## src/rtl/sha2_pkg.sv

```systemverilog
// sha2_pkg: SHA-224/256 constants, round functions and engine types
package sha2_pkg;
  typedef logic [31:0] word_t;
  typedef enum logic [1:0] {IDLE, ROUND, FINAL, HOLD} state_e;
  typedef struct packed {word_t a, b, c, d, e, f, g, h;} abcd_t;
  localparam word_t K [64] = '{
    32'h428a2f98, 32'h71374491, 32'hb5c0fbcf, 32'he9b5dba5, 32'h3956c25b, 32'h59f111f1, 32'h923f82a4, 32'hab1c5ed5,
    32'hd807aa98, 32'h12835b01, 32'h243185be, 32'h550c7dc3, 32'h72be5d74, 32'h80deb1fe, 32'h9bdc06a7, 32'hc19bf174,
    32'he49b69c1, 32'hefbe4786, 32'h0fc19dc6, 32'h240ca1cc, 32'h2de92c6f, 32'h4a7484aa, 32'h5cb0a9dc, 32'h76f988da,
    32'h983e5152, 32'ha831c66d, 32'hb00327c8, 32'hbf597fc7, 32'hc6e00bf3, 32'hd5a79147, 32'h06ca6351, 32'h14292967,
    32'h27b70a85, 32'h2e1b2138, 32'h4d2c6dfc, 32'h53380d13, 32'h650a7354, 32'h766a0abb, 32'h81c2c92e, 32'h92722c85,
    32'ha2bfe8a1, 32'ha81a664b, 32'hc24b8b70, 32'hc76c51a3, 32'hd192e819, 32'hd6990624, 32'hf40e3585, 32'h106aa070,
    32'h19a4c116, 32'h1e376c08, 32'h2748774c, 32'h34b0bcb5, 32'h391c0cb3, 32'h4ed8aa4a, 32'h5b9cca4f, 32'h682e6ff3,
    32'h748f82ee, 32'h78a5636f, 32'h84c87814, 32'h8cc70208, 32'h90befffa, 32'ha4506ceb, 32'hbef9a3f7, 32'hc67178f2};
  localparam abcd_t IV256 = {32'h6a09e667, 32'hbb67ae85, 32'h3c6ef372, 32'ha54ff53a,
                             32'h510e527f, 32'h9b05688c, 32'h1f83d9ab, 32'h5be0cd19};
  localparam abcd_t IV224 = {32'hc1059ed8, 32'h367cd507, 32'h3070dd17, 32'hf70e5939,
                             32'hffc00b31, 32'h68581511, 32'h64f98fa7, 32'hbefa4fa4};
  function automatic word_t rotr(word_t x, int n);
    return (x >> n) | (x << (32 - n));
  endfunction
  function automatic word_t Ch(word_t x, word_t y, word_t z);
    return (x & y) ^ (~x & z);
  endfunction
  function automatic word_t Maj(word_t x, word_t y, word_t z);
    return (x & y) ^ (x & z) ^ (y & z);
  endfunction
  function automatic word_t SIG0(word_t x);
    return rotr(x, 2) ^ rotr(x, 13) ^ rotr(x, 22);
  endfunction
  function automatic word_t SIG1(word_t x);
    return rotr(x, 6) ^ rotr(x, 11) ^ rotr(x, 25);
  endfunction
  function automatic word_t sig0(word_t x);
    return rotr(x, 7) ^ rotr(x, 18) ^ (x >> 3);
  endfunction
  function automatic word_t sig1(word_t x);
    return rotr(x, 17) ^ rotr(x, 19) ^ (x >> 10);
  endfunction
  function automatic abcd_t iv(logic mode224);
    return mode224 ? IV224 : IV256;
  endfunction
  function automatic abcd_t add_state(abcd_t x, abcd_t y);
    return '{x.a + y.a, x.b + y.b, x.c + y.c, x.d + y.d, x.e + y.e, x.f + y.f, x.g + y.g, x.h + y.h};
  endfunction
endpackage

```

## src/rtl/sha2_round.sv

```systemverilog
// sha2_round: one combinational SHA-2 compression round
module sha2_round
  import sha2_pkg::*;
(
  input  abcd_t s_i,
  input  word_t w_i,
  input  word_t k_i,
  output abcd_t s_o
);
  word_t t1, t2;
  always_comb begin
    t1 = s_i.h + SIG1(s_i.e) + Ch(s_i.e, s_i.f, s_i.g) + k_i + w_i;
    t2 = SIG0(s_i.a) + Maj(s_i.a, s_i.b, s_i.c);
    s_o = '{t1 + t2, s_i.a, s_i.b, s_i.c, s_i.d + t1, s_i.e, s_i.f, s_i.g};
  end
endmodule

```

## src/rtl/sha2_block_engine.sv

```systemverilog
// sha2_block_engine: SHA-224/256 block compression, UNROLL rounds per clock,
// hash state chained across the blocks of a message
module sha2_block_engine
  import sha2_pkg::*;
#(
  parameter int UNROLL = 1
) (
  input  logic         i_Clk,
  input  logic         i_Rst,
  input  logic         i_Valid,
  output logic         o_Ready,
  input  logic [511:0] i_Block,
  input  logic         i_First,
  input  logic         i_Mode224,
  output logic         o_Valid,
  input  logic         i_Ready,
  output logic [255:0] o_Digest
);
  if (UNROLL != 1 && UNROLL != 2 && UNROLL != 4 && UNROLL != 8) begin : g_bad
    $error("UNROLL must be 1, 2, 4 or 8");
  end
  state_e       state_q;
  abcd_t        h_q, work_q, h_d, work_d;
  word_t        w_q [16];
  word_t        ext [16+UNROLL];
  logic [5:0]   cnt_q;
  logic         mode_q, ready_q, valid_q;
  logic [255:0] digest_q;
  // ext[16..] holds the UNROLL schedule words produced this clock; later ones feed on earlier ones
  always_comb begin
    for (int i = 0; i < 16; i++) ext[i] = w_q[i];
    for (int i = 0; i < UNROLL; i++) ext[16+i] = sig1(ext[14+i]) + ext[9+i] + sig0(ext[1+i]) + ext[i];
  end
  for (genvar i = 0; i < UNROLL; i++) begin : g_rnd
    abcd_t s_in, s;
    if (i == 0) begin : g_head
      assign s_in = work_q;
    end else begin : g_tail
      assign s_in = g_rnd[i-1].s;
    end
    sha2_round u_round (.s_i(s_in), .w_i(ext[i]), .k_i(K[cnt_q + 6'(i)]), .s_o(s));
  end
  assign work_d = g_rnd[UNROLL-1].s;
  assign h_d = add_state(h_q, work_q);
  assign o_Ready = ready_q;
  assign o_Valid = valid_q;
  assign o_Digest = digest_q;
  always_ff @(posedge i_Clk or negedge i_Rst)
    if (!i_Rst) begin
      state_q <= IDLE;
      ready_q <= 1'b1;
      valid_q <= 1'b0;
      digest_q <= '0;
      h_q <= IV256;
      work_q <= '0;
      cnt_q <= '0;
      mode_q <= 1'b0;
      w_q <= '{default: '0};
    end else begin
      case (state_q)
        IDLE: if (i_Valid) begin
          for (int i = 0; i < 16; i++) w_q[i] <= i_Block[511-32*i -: 32];
          work_q <= i_First ? iv(i_Mode224) : h_q;
          if (i_First) begin
            h_q <= iv(i_Mode224);
            mode_q <= i_Mode224;
          end
          cnt_q <= '0;
          ready_q <= 1'b0;
          state_q <= ROUND;
        end
        ROUND: begin
          work_q <= work_d;
          for (int i = 0; i < 16; i++) w_q[i] <= ext[i+UNROLL];
          cnt_q <= cnt_q + 6'(UNROLL);
          if (cnt_q == 6'(64 - UNROLL)) state_q <= FINAL;
        end
        FINAL: begin
          h_q <= h_d;
          digest_q <= mode_q ? {h_d[255:32], 32'h0} : h_d;
          valid_q <= 1'b1;
          state_q <= HOLD;
        end
        HOLD: if (i_Ready) begin
          valid_q <= 1'b0;
          ready_q <= 1'b1;
          state_q <= IDLE;
        end
        default: state_q <= IDLE;
      endcase
    end
endmodule

```

## config.mk

```make
export PLATFORM = sky130hd
export DESIGN_NAME = sha2_block_engine
export DESIGN_NICKNAME = d
export VERILOG_FILES = /design/src/rtl/sha2_pkg.sv /design/src/rtl/sha2_round.sv /design/src/rtl/sha2_block_engine.sv
export SDC_FILE = /design/constraint.sdc
export NUM_CORES = 2
export LEC_CHECK = 0
export CORE_ASPECT_RATIO = 1.25
export CORE_MARGIN = 2
export CORE_UTILIZATION = 53
export CTS_CLUSTER_SIZE = 10
export DETAILED_ROUTE_END_ITERATION = 10
export PLACE_DENSITY = 0.81
export SKIP_CTS_REPAIR_TIMING = 1
export SYNTH_ARGS = -nofsm -noshare
export SYNTH_HDL_FRONTEND = slang
export SYNTH_SLANG_ARGS = --single-unit
```

## constraint.sdc

```tcl
create_clock -name i_Clk -period 7.7 [get_ports i_Clk]
set_clock_uncertainty 0.15 [all_clocks]
set_input_delay 1.155 -clock i_Clk [delete_from_list [all_inputs] [get_ports i_Clk]]
set_output_delay 1.155 -clock i_Clk [all_outputs]
set_load 0.05 [all_outputs]
```

=== Word level (Yosys, flattened, before mapping) ===
Memory sizes are Yosys's and may differ from the RTL's.
Index checks and enable logic that the tools add are counted.

* Add/sub/neg operators: 19
* $lt $le $gt $ge: 1
* Equality and inequality tests: 7
* Muxes and demuxes: 21
* Bitwise logic cells: 28
* Reductions and logical operators: 11

{| class="wikitable"
|+ Operators with widths
! kind !! number
|-
| $pmux 256 s2 || 2
|-
| $pmux 512 s2 || 1
|-
| $mux 256 || 3
|-
| $add 32x32->32 || 18
|-
| $mux 512 || 1
|-
| $xor 32x32->32 || 9
|-
| $and 32x32->32 || 5
|-
| $mux 32 || 3
|-
| $not 32->32 || 1
|-
| $or 10x32->32 || 1
|-
| $or 13x32->32 || 1
|-
| $or 14x32->32 || 1
|-
| $or 15x32->32 || 1
|-
| $or 19x32->32 || 1
|-
| $or 21x32->32 || 1
|-
| $or 25x32->32 || 1
|-
| $or 26x32->32 || 1
|-
| $or 30x32->32 || 1
|-
| $or 7x32->32 || 1
|-
| $xor 32x22->32 || 1
|-
| $xor 32x29->32 || 1
|-
| $pmux 6 s2 || 1
|-
| $reduce_and 3->1 || 3
|-
| $pmux 2 s4 || 1
|-
| other kinds (14) || 27
|}

* Register bits: 1291
* Bits in read-only memories: 2048
* Input bits: 518
* Output and inout port bits: 258
* Word-level logic and storage cells: 126
* Memories: 1

{| class="wikitable"
|+ Memories
! memory !! depth !! bits a word !! read ports !! clocked after Yosys merged registers in !! write ports !! RTL line !! text
|-
| (no name shown) || 64 || 32 || 1 || 0 || 0 || sha2_block_engine.sv:41 || <nowiki>sha2_round u_round (.s_i(s_in), .w_i(ext[i]), .k_i(K[cnt_q + 6'(i)]), .s_o(s));</nowiki>
|}

=== Longest topological paths before layout ===
* Depth in word-level cells: 9
* Mapped depth: 37
* Mapped depth without buffers: 34

=== Modules after synthesis ===
Synthesis repeated with hierarchy kept, for this count alone.

* Cell total of the unflattened synthesis: 9864
* Area, all modules: 92347.3 µm²

{| class="wikitable"
|+ By module, submodules not included
! module !! times used !! cells each !! area each (µm²) !! sequential area each (µm²)
|-
| sha2_block_engine || 1 || 8478 || 81177.9 || 32477.4
|-
| sha2_round || 1 || 1386 || 11169.5 || 0.0
|}

=== Worst setup path before layout ===
No wires, ideal clock.

* Kind: register to register
* Start: reg cnt_q[2]
* End: reg work_q, in the netlist g_rnd[0].s_in[255]
* Library setup time: 0.094 ns
* Data arrival time: 7.855 ns
* Required time: 7.456 ns
* Path slack: -0.399 ns
* Cell stages (with the launch flop): 33
* Path buffers: 5
* Clock period less this slack: 8.099 ns
* Cells stage by stage: dfrtp_1 > clkbuf_1 > inv_1 > clkbuf_1 > buf_1 > clkbuf_1 > ha_1 > clkbuf_1 > or3_1 > o21ai_0 > mux4_2 > fa_1 > inv_1 > ha_1 > and4_1 > nor2b_1 > a221oi_1 > nor2_1 > nor3_2 > o21ai_0 > a21o_1 > a21oi_1 > xnor2_1 > fa_1 > ha_1 > a2111oi_0 > o21ai_0 > a21o_1 > a41oi_1 > o2111ai_1 > a21oi_1 > xnor3_1 > a211oi_1

* Cells in the longest elaborated chain, start to end: 8

{| class="wikitable"
|+ Ends and longest elaborated chain
! what !! RTL line !! text
|-
| start: declaration || sha2_block_engine.sv:26 || <nowiki>logic [5:0] cnt_q;</nowiki>
|-
| start signal: assignment || sha2_block_engine.sv:75 || <nowiki>cnt_q <= cnt_q + 6'(UNROLL);</nowiki>
|-
| $not 6->7 (not written as such) || sha2_block_engine.sv:41 ||
|-
| $mem_v2 64x32 || - ||
|-
| $mux 32 (not written as such) (2 in series) || sha2_block_engine.sv:41 ||
|-
| $add 32x32->32 (2 in series) || sha2_round.sv:12 || <nowiki>t1 = s_i.h + SIG1(s_i.e) + Ch(s_i.e, s_i.f, s_i.g) + k_i + w_i;</nowiki>
|-
| $add 32x32->32 || sha2_round.sv:14 || <nowiki>s_o = '{t1 + t2, s_i.a, s_i.b, s_i.c, s_i.d + t1, s_i.e, s_i.f, s_i.g};</nowiki>
|-
| $pmux 256 s2 || sha2_block_engine.sv:60 || <nowiki>case (state_q)</nowiki>
|-
| end signal: assignment || sha2_block_engine.sv:63 || <nowiki>work_q <= i_First ? iv(i_Mode224) : h_q;</nowiki>
|-
| end signal: assignment || sha2_block_engine.sv:73 || <nowiki>work_q <= work_d;</nowiki>
|-
| end: declaration || sha2_block_engine.sv:23 || <nowiki>abcd_t h_q, work_q, h_d, work_d;</nowiki>
|}

Every way passes these cells. The select of a mux whose other input is x is not followed.
A chain may end at the register's enable or synchronous reset.

=== Worst setup path after layout ===
* Start: reg cnt_q[2]
* End: reg work_q, in the netlist g_rnd[0].s_in[121]

Same word-level chain as after synthesis.

==> results.yml <==
global_route:
  grt_pass1_vias: 79800
  grt_start_max_net_pins: 258
  overflow: 0
  grt_pass1_wl_mm: 553
  antenna_found_initial: 90
  groute.usage.overall: 0.476
routing:
  ant_nets: 0
  viasPerCell: 6.93
  firstDrtPassIters: 10
  wl_per_cell_um: 32.6
  wl_mm: 390
  dr.first_iter.drc_count: 12000
  drc: 0
  vias: 83000
worst_setup_path:
  cp.required_ps: 8230
  critPathKind: "reg2reg"
  critical_path.max_fanout: 24
  critPathArrivalTime_ps: 7930
  end_kind: "flip-flop"
  slowest_stage: "fa_1"
  max_stage_delay_ps: 530
  startpoint_type: "flip-flop"
  critPathMostFrequentCell: "buf_4"
timing:
  fin_ws_ps: 306
  finalHoldViolations: 0
  whs_ps: 104
  slew_headroom: -0.0338
  post-route-period-util: 0.960
  maxSlewViolCount: 72
  period_minus_slack_ps: 7390
  finalSetupTns_ps: 0
  fmax_mhz: 135
  worst_slew_pin_slew_ps: 1550
  setup_violations: 0
logic_synthesis:
  yosys.area_share.simple: 0.0642
  syn_nets: 10100
  synth_async_sr_flop_share: 1.00
  syn_inst: 9002
  synth-compound-area-share: 0.289
  yosys.area_share.xor_xnor: 0.0611
  synth_top_family_by_area: "compound AO/OA/AOI/OAI gates"
  ys_seq_area_frac: 0.391
  synth_fa_ha_area_frac: 0.110
  synth_top_area_frac: 0.347
  ys_seq_elements: 1291
  muxShareOfSynthArea: 0.0250
  synth_area_leader_cell: "dfrtp_1"
  synth_area_leaders: "dfrtp_1, o22ai_1, a21oi_1"
  synth_edf_count: 0
  synth_flop_cell: "dfrtp_1"
  yosysWarnings: 0
  avgSynthCellArea_um2: 9.23
  syn_area_um2: 83100
  yosysUniqueCellTypes: 84
worst_hold_path:
  hold_path_class: "in2async"
placement:
  dp_hpwl_mm: 283
  portBuffers: 775
  place_congestion: 1.05
  dp_slack_ps: -255
  placed_cells: 11600
  placed_area_um2: 95400
run_status:
  failed_checks: "slew limit"
  outcome: "finished, violations left"
layout:
  final-seq-area_um2: 32500
  multi_input_area_um2: 46200
  drive_above_1_share: 0.117
  mostFrequentLayoutCell: "dfrtp_1"
  utilization: 0.645
  final_nets: 10900
  final_cells: 12000
  area_delta_synth_final_pct: 21.0
  finalInstanceArea_um2: 101000
  layout_common_cells: "dfrtp_1, o22ai_1, a21oi_1"
  fillers: 12500
clock_tree:
  clock_sinks: 1291
  cts_made_buffers: 152
  cts_tree: "done"
  h-tree-depth: 4
  clock_path_buffers: 3
  insertion_delay_ps: 890
  root_buffer: "clkbuf_16"
  clk_pin_slew_worst_paths_ps: 60
floorplanning:
  rows: 162
  die_w_um: 358
  core_um2: 156000
  die-area_um2: 160000
  ios: 776
  initial_core_util: 0.533
  die_h_um: 447
power:
  p_per_area_nw_per_um2: 144
  irDropWorstVdd_mv: 0.263
  p_leak_nw: 44.5
  power_mw: 14.4
run:
  cap_violations: 0
report_power, final:
group          total [mW]  leakage [nW]  internal [mW]   switching, mW
registers            6.79          15.5           6.79  0.000000000181
logic               0.603          26.7          0.278           0.325
clock network        7.05          2.23           3.91            3.13
total                14.4          44.5           11.0            3.46
cell families after synthesis:
group / count (synthesis)
AO/OA/AOI/OAI: 3830
buffers and inverters: 1329
flip-flops: 1291
AND/OR/NAND/NOR: 1177
adder cells (fa/ha/maj): 618
XOR/XNOR: 577
multiplexers: 180
metal layers:
metal	routed length [um]	vias to the layer above	part of all wire	GRT usage
li1	-	34700	-	-
met1	130000	40200	0.33	0.541
met2	167000	6118	0.43	0.696
met3	47200	1940	0.12	0.160
met4	45900	46	0.12	0.456
met5	275	-	0.00071	0
cells in the mapped netlist, drive strengths merged, types with 12 or more instances:
cell	count
o31ai	21
a31oi	87
inv	598
maj3	22
a2111oi	12
ha	399
a221o	13
xor2	177
a31o	14
o211ai	36
a222oi	44
a21o	269
nand3	75
a211oi	43
or3	19
o21ai	564
a311oi	15
nand4	28
dfstp	137
dfrtp	1154
a22o	56
a22oi	240
nand2b	61
clkbuf	661
nor2	382
nor2b	57
a221oi	34
o22ai	1062
mux2i	19
and2	18
xnor2	398
fa	197
buf	68
a21boi	40
nor3	64
o21bai	51
o21a	51
nand2	381
o221ai	12
mux2	154
a21oi	1001
or2	13
o22a	55
o2bb2ai	21
and3	40
cell type report:
cell class              count  area share
clock inverters            23     0.00511
well taps                2050      0.0255
repair buffers           1321       0.122
multi-input cells        6382       0.459
diodes                     71     0.00177
flip-flops and latches   1291       0.323
clock buffers             231      0.0415
inverters                 600      0.0225
path summary, 6_finish.rpt:
| kind | slack (ps) | to | start | cells after the start |
|---|---|---|---|---|
| hold / removal | 100 | g_rnd[0].s_in[171] | i_Rst | 1 |
| max in group asynchronous | 5280 | ext[328] | i_Rst | 3 |
| min in group i_Clk | 340 | o_Digest[187] | o_Digest[187] | 1 |
| setup reg to reg | 310 | g_rnd[0].s_in[121] | cnt_q[2] | 32 |
| hold reg to reg | 340 | o_Digest[187] | o_Digest[187] | 1 |
| setup / recovery | 310 | g_rnd[0].s_in[121] | cnt_q[2] | 32 |
state kept, by name (all words and copies together), names as in the netlist:
register / cells
o_Valid: 1
cnt_q: 6
ext: 512
g_rnd.s_in: 256
state_q: 2
o_Digest: 256
mode_q: 1
h_q: 256
o_Ready: 1
critical path, delay by kind of cell, from the launching register on:
kind | cells | cell delay (ps)
compound gates | 13 | 2850
simple gates | 4 | 500
xor+xnor | 2 | 420
buf+inv | 9 | 1400
fa+ha+maj | 4 | 1440
flops | 1 | 430
Note: power is estimated with default switching activity, not from simulation.
